<file path="src/rtl/maxpool_window_gen.sv">
// rtl/maxpool_window_gen.sv - raster pixel stream to stride-aligned 3x3 window taps
module maxpool_window_gen #(
  parameter int DATA_WIDTH = 32,
  parameter int IMG_WIDTH  = 8,
  parameter int IMG_HEIGHT = 8,
  parameter int STRIDE     = 2
) (
  input  logic                  clk,
  input  logic                  rst,
  input  logic [DATA_WIDTH-1:0] data_in,
  input  logic                  valid_in,
  output logic [DATA_WIDTH-1:0] data_out0,
  output logic [DATA_WIDTH-1:0] data_out1,
  output logic [DATA_WIDTH-1:0] data_out2,
  output logic [DATA_WIDTH-1:0] data_out3,
  output logic [DATA_WIDTH-1:0] data_out4,
  output logic [DATA_WIDTH-1:0] data_out5,
  output logic [DATA_WIDTH-1:0] data_out6,
  output logic [DATA_WIDTH-1:0] data_out7,
  output logic [DATA_WIDTH-1:0] data_out8,
  output logic                  valid_out,
  output logic                  frame_done
);

  localparam int CW = $clog2(IMG_WIDTH);
  localparam int RW = $clog2(IMG_HEIGHT);

  logic [CW-1:0]         col_q, col_d;
  logic [RW-1:0]         row_q, row_d;
  logic [DATA_WIDTH-1:0] win_q [9];
  logic [DATA_WIDTH-1:0] win_d [9];
  logic                  valid_q, valid_d;
  logic                  done_q, done_d;

  // Line buffers carry no reset: rows 0 and 1 rewrite them before any emit.
  logic [DATA_WIDTH-1:0] lb0_q [IMG_WIDTH];
  logic [DATA_WIDTH-1:0] lb1_q [IMG_WIDTH];
  logic [DATA_WIDTH-1:0] lb0_rd, lb1_rd;

  logic end_of_line, end_of_frame, emit;

  always_comb begin
    lb0_rd       = lb0_q[col_q];
    lb1_rd       = lb1_q[col_q];
    end_of_line  = (32'(col_q) == 32'(IMG_WIDTH - 1));
    end_of_frame = end_of_line && (32'(row_q) == 32'(IMG_HEIGHT - 1));
    emit         = (32'(row_q) >= 32'd2) && (32'(col_q) >= 32'd2) &&
                   (((32'(row_q) - 32'd2) % 32'(STRIDE)) == 32'd0) &&
                   (((32'(col_q) - 32'd2) % 32'(STRIDE)) == 32'd0);
  end

  always_comb begin
    col_d   = col_q;
    row_d   = row_q;
    win_d   = win_q;
    valid_d = 1'b0;
    done_d  = 1'b0;
    if (valid_in) begin
      col_d = end_of_line ? '0 : col_q + 1'b1;
      if (end_of_frame) begin
        row_d = '0;
      end else if (end_of_line) begin
        row_d = row_q + 1'b1;
      end
      // Shift columns left; new right column is {row r-2, row r-1, row r}.
      win_d[0] = win_q[1];
      win_d[1] = win_q[2];
      win_d[2] = lb1_rd;
      win_d[3] = win_q[4];
      win_d[4] = win_q[5];
      win_d[5] = lb0_rd;
      win_d[6] = win_q[7];
      win_d[7] = win_q[8];
      win_d[8] = data_in;
      valid_d  = emit;
      done_d   = end_of_frame;
    end
  end

  always_ff @(posedge clk or negedge rst) begin
    if (!rst) begin
      col_q   <= '0;
      row_q   <= '0;
      valid_q <= 1'b0;
      done_q  <= 1'b0;
      for (int i = 0; i < 9; i++) begin
        win_q[i] <= '0;
      end
    end else begin
      col_q   <= col_d;
      row_q   <= row_d;
      valid_q <= valid_d;
      done_q  <= done_d;
      win_q   <= win_d;
    end
  end

  always_ff @(posedge clk) begin
    if (valid_in) begin
      lb1_q[col_q] <= lb0_rd;
      lb0_q[col_q] <= data_in;
    end
  end

  assign data_out0  = win_q[0];
  assign data_out1  = win_q[1];
  assign data_out2  = win_q[2];
  assign data_out3  = win_q[3];
  assign data_out4  = win_q[4];
  assign data_out5  = win_q[5];
  assign data_out6  = win_q[6];
  assign data_out7  = win_q[7];
  assign data_out8  = win_q[8];
  assign valid_out  = valid_q;
  assign frame_done = done_q;

endmodule

</file>
<file path="config.mk">
export PLATFORM = sky130hd
export DESIGN_NAME = maxpool_window_gen
export DESIGN_NICKNAME = d
export VERILOG_FILES = /design/src/rtl/maxpool_window_gen.sv
export SDC_FILE = /design/constraint.sdc
export NUM_CORES = 1
export LEC_CHECK = 0
export CORE_AREA = 2 2 296 269
export DETAILED_ROUTE_END_ITERATION = 7
export DIE_AREA = 0 0 298 271
export GPL_TIMING_DRIVEN = 0
export PLACE_DENSITY = 0.59
export RECOVER_POWER = 25
export SETUP_SLACK_MARGIN = 0.4
export SLEW_MARGIN = 20
export SYNTH_ARGS = -nofsm -noshare
export SYNTH_HDL_FRONTEND = slang
export SYNTH_SLANG_ARGS = --single-unit
</file>
<file path="constraint.sdc">
create_clock -name clk -period 8.4 [get_ports clk]
set_input_delay 2.52 -clock clk [delete_from_list [all_inputs] [get_ports clk]]
set_output_delay 2.52 -clock clk [all_outputs]
set_load 0.1 [all_outputs]
</file>
* After elaboration in Yosys (flattened, before gate mapping)
Memories as Yosys holds them, arrays and structs flattened. A register that Yosys moved wholly into a read port is not among the register bits.
Index checks and enable logic that the tools add are counted.
** Cells by class
- Add/sub/neg operators :: 4
- Magnitude comparators :: 2
- Eq/ne operators :: 2
- Multiplexer cells :: 7
- Reductions and logical operators :: 9
** Operators with widths (number)
- $logic_not A32 Y1 :: 2
- $mux W3 :: 3
- $add A3 B1 Y3 const B :: 2
- $eq A3 B3 Y1 const B :: 2
- $ge A3 B2 Y1 const B :: 2
- $logic_and A1 B1 Y1 :: 4
- $mux W1 :: 4
- $reduce_and A2 Y1 :: 1
- $reduce_bool A2 Y1 :: 1
- $sub A1 B1 Y1 const B :: 2
- $logic_not A1 Y1 :: 1
** Word-level totals
- Register bits :: 264
- Memory bits (writable) :: 512
- Bits of input ports :: 35
- Output and inout port bits :: 290
- Logic and storage cells :: 38
- Memories :: 2
** Memory list
- lb0_q :: words 8, bits a word 32, rd ports 1, clocked after memory_dff 0, wr ports 1, RTL line 36 : logic [DATA_WIDTH-1:0] lb0_q [IMG_WIDTH];
- lb1_q :: words 8, bits a word 32, rd ports 1, clocked after memory_dff 1, wr ports 1, RTL line 37 : logic [DATA_WIDTH-1:0] lb1_q [IMG_WIDTH];

* Longest topological paths before layout
- Word-level depth :: 5
- Mapped depth :: 7
- Gate-level depth less buffers :: 5

* Worst setup path before layout
No wires, ideal clock.
- Path kind :: input to register
- From :: input port valid_in
- To :: memory lb0_q[0][0], enable pin
- Library setup time :: 0.565 ns
- Arrival :: 7.523 ns
- Data required time :: 7.835 ns
- Path slack :: 0.312 ns
- Cell stages on the path :: 4
- Path buffers :: 2
- Cell sequence :: clkbuf_1 -> buf_1 -> nand2_1 -> nor3_1
** Between the ends
- Cells in the longest elaborated chain, start to end :: 2
** Ends and longest elaborated chain
- start: declaration :: RTL line 11 : input logic valid_in,
- $mux W1 :: RTL line 99 : if (valid_in) begin
- $mux W1 (implied by the code) :: RTL line 101 : lb0_q[col_q] <= data_in;
- end: declaration :: RTL line 36
Every way passes these cells.

==> results.md <==
- Critical path launch point type: primary input
- FF/Latch Area: approximately 0.023 sq mm
- Sequential share of the synthesized area: about 74%
- Die ar.: slightly above 0.08 sq mm
- Die outline height: 271 microns
- CP Depth: 2
- Worst path required time: between 8 and 9 ns
- Clock transition at path regs: approximately 0.060 ns
- Root buffer cell: clkbuf_16
- Post-CTS Hold Buffers: 0
- Finish-stage setup viols: 0
- Post-DR vias/cell: between 5 and 6
- Hold Violations, Final: 0
- Reg2Reg Depth: 8
- Gr ovfl total: 0
- Share of the synthesized area in the top cell type: between 40 and 50%
- Placer Congestion: 0.810
- Via count: 18200
- Dpl cell area: 0.0362 sq mm
- RSZ-0062 raised after global routing: no
- # resized after CTS: 0
- Wire length on met1: approximately 36000 microns
- Synth top cells by count: edfxtp_1 (512), mux2_2 (304), dfrtp_1 (296)
- Cells along the critical path: clkbuf_1, clkbuf_2
- Slowest CP cell: clkbuf_2
- R2R Path Start: col_q[2]$_DFFE_PN0P_
- Setup TNS: 0 ns
- All-Layer GR Usage: between 20 and 25%
- Final-report max-slew violation count: roughly 300
- Crit path launch: rst
- Setup Buffers After CTS: 0
- Ys async rst share: a little over a third
- Synth Area per Inst: roughly 17 sq um
- Row cnt: between 90 and 100
- Critical path type: in2async
- Top FF cell, synth: edfxtp_1
- Synth Cell Area: slightly above 0.03 sq mm
- Max cap viols: 4
- Met2 WL: around 40000 microns
- Core area: just under 0.08 sq mm
- Layout area overhead: 26.6%
- Detail Route Antenna Nets: 0
- Worst Setup End Kind: asynchronous set/reset pin
- Initial Util: between 30% and 40%
- FF-to-FF setup slack: roughly 4.2 ns
- Top post-synthesis cells by area: edfxtp_1 (50%), dfrtp_1 (24%), mux2_2 (11%)
- Later-pin clock latency in the skew report: 0.64 ns
- First-pass GRT wire length: ~130000 microns
- Critical path's top delay family: buffers and inverters
- Syn Inst Count: roughly 1800
- Number of synthesized flops with an enable pin: a little over 500
- Filler instances: ~6500
- Tcrit/Tclk final: roughly two thirds
- CTS H-tree lvls: 3
- CP endpoint: data_out7[16]$_DFFE_PN0P_
- DRT Pass-1 Iters: 5
- Post-layout instance area: 0.0390 sq mm
- Largest incremental delay on the critical path: between 1.5 and 2 ns
- I/O pin cnt: 325
- CTS tree: yes
- Leading area contributor after synthesis: edfxtp_1
- Crit path DAT: roughly 5.9 ns
- Layout Skew: 0.0286 ns
- Final #Nets: 2260
- Layout cell share with drive strength beyond 1: a little under a quarter
- Buffers and inverters on the worst path: 2
- IO buf count: 323
- Hold slack: about 0.50 ns
- CP Max Fanout: 79
- Antenna violations before repair: 5
- Hpwl dp: 58500 microns
- Worst-Margin Slew: 2.44 ns
- Yosys reg bits: roughly 810
- Max clock buf depth: 3
- Failing checks: max-capacitance violations, max-slew violations
- Iteration-0 DRC Markers: roughly 1600
- Relative slew slack: -62.4%
- Synth Warn #: 0
- DR top layer: met5
- Syn nets: between 1500 and 2000
- Num CTS Buffers: between 80 and 90
- Most numerous cell in the Yosys netlist: edfxtp_1
- Worst r2r dst: lb0_q[1][5]$_DFFE_PP_
- Max Clk Rate: 178 MHz
- WL final: between 80000 and 90000 microns
- WL met3: around 8300 microns
- Library cells used by synthesis: 48
- DIE WIDTH: about 300 microns
- Clock sink count: 808
- Status: complete, but fails checks
- Vias in the first global route: 18800
- Pin count of the biggest net entering global routing: between 90 and 100
- Multi-input logic area: 0.00744 sq mm
- Avg WL per Cell: about 26 microns
- Post-layout min period: 5.62 ns
- Worst hold path type: reg2reg
- Drt drc: 0
## cell families after synthesis
kind of cell             after synthesis  synth area share (%)
AO/OA/AOI/OAI                        325                  8.05
AND/OR/NAND/NOR                      116                  1.87
buffers and inverters                128                  2.04
flip-flops                           808                  74.0
multiplexers                         383                  13.8
adder cells (fa/ha/maj)                6                 0.244
## cell type report
| class | count | share of cell area, % |
|---|---|---|
| Clock inverter | 47 | 1.09 |
| Buffer | 120 | 1.50 |
| Sequential cell | 808 | 58.5 |
| Clock buffer | 115 | 6.23 |
| Antenna cell | 1 | 0.00642 |
| Multi-Input combinational cell | 830 | 19.1 |
| Timing Repair Buffer | 364 | 10.2 |
| Tap cell | 1039 | 3.34 |
| Inverter | 8 | 0.0771 |
## how the worst min path moves through the flow
| stage | endpoint | cells past startpoint | start | slack [ns] |
|---|---|---|---|---|
| finish | data_out2[10]$_DFFE_PN0P_ | 1 | data_out2[10]$_DFFE_PN0P_ | 0.50 |
| global route | data_out0[7]$_DFFE_PN0P_ | 1 | data_out0[7]$_DFFE_PN0P_ | 0.52 |
| CTS | data_out2[10]$_DFFE_PN0P_ | 1 | data_out2[10]$_DFFE_PN0P_ | 0.50 |
| detailed placement | data_out2[10]$_DFFE_PN0P_ | 1 | data_out2[10]$_DFFE_PN0P_ | 0.49 |
| global placement | data_out0[18]$_DFFE_PN0P_ | 1 | data_out0[18]$_DFFE_PN0P_ | 0.49 |
| floorplan | row_q[2]$_DFFE_PN0P_ | 2 | row_q[2]$_DFFE_PN0P_ | 0.48 |
## per-stage QoR
step	setup slack, ns	util, %	instances
6_report	2.78	50.3	3332
5_1_grt	1.92	50.3	3331
4_1_cts	3.38	50.5	3329
3_5_place_dp	2.73	46.8	3167
3_3_place_gp	-8.88	45.6	3128
2_1_floorplan	2.04	-	1766
## sequential cells by signal (all words and copies together) (netlist names), 32 cells and up
name,count
data_out5,32
lb0_q,256
data_out6,32
data_out4,32
data_out7,32
data_out2,32
data_out8,32
data_out3,32
data_out0,32
lb1_q,256
data_out1,32
## placed cells by master, fill, tap and decap left out, types with 17 or more instances in the layout
cell / netlist / final
a221oi_1: 33 / 33
clkbuf_16: 0 / 91
clkdlybuf4s50_1: 0 / 316
o32a_1: 17 / 17
edfxtp_1: 512 / 512
nand2_1: 27 / 27
o221ai_1: 20 / 20
mux2i_1: 58 / 58
mux2_1: 21 / 21
a22oi_1: 54 / 54
o21ai_0: 25 / 25
dfrtp_1: 296 / 296
mux2_2: 304 / 304
clkbuf_1: 47 / 75
a21oi_1: 34 / 34
buf_2: 50 / 47
nor2_1: 36 / 30
## per-layer routing
metal | up-vias | track usage, %
li1 | 7857 | -
met1 | 9359 | 29.4
met2 | 850 | 33.4
met3 | 151 | 6.08
met4 | 4 | 6.23
met5 | - | 0
Power is not shown: default switching activity piles up to over one toggle a cycle in this logic, so the estimate is an artifact.
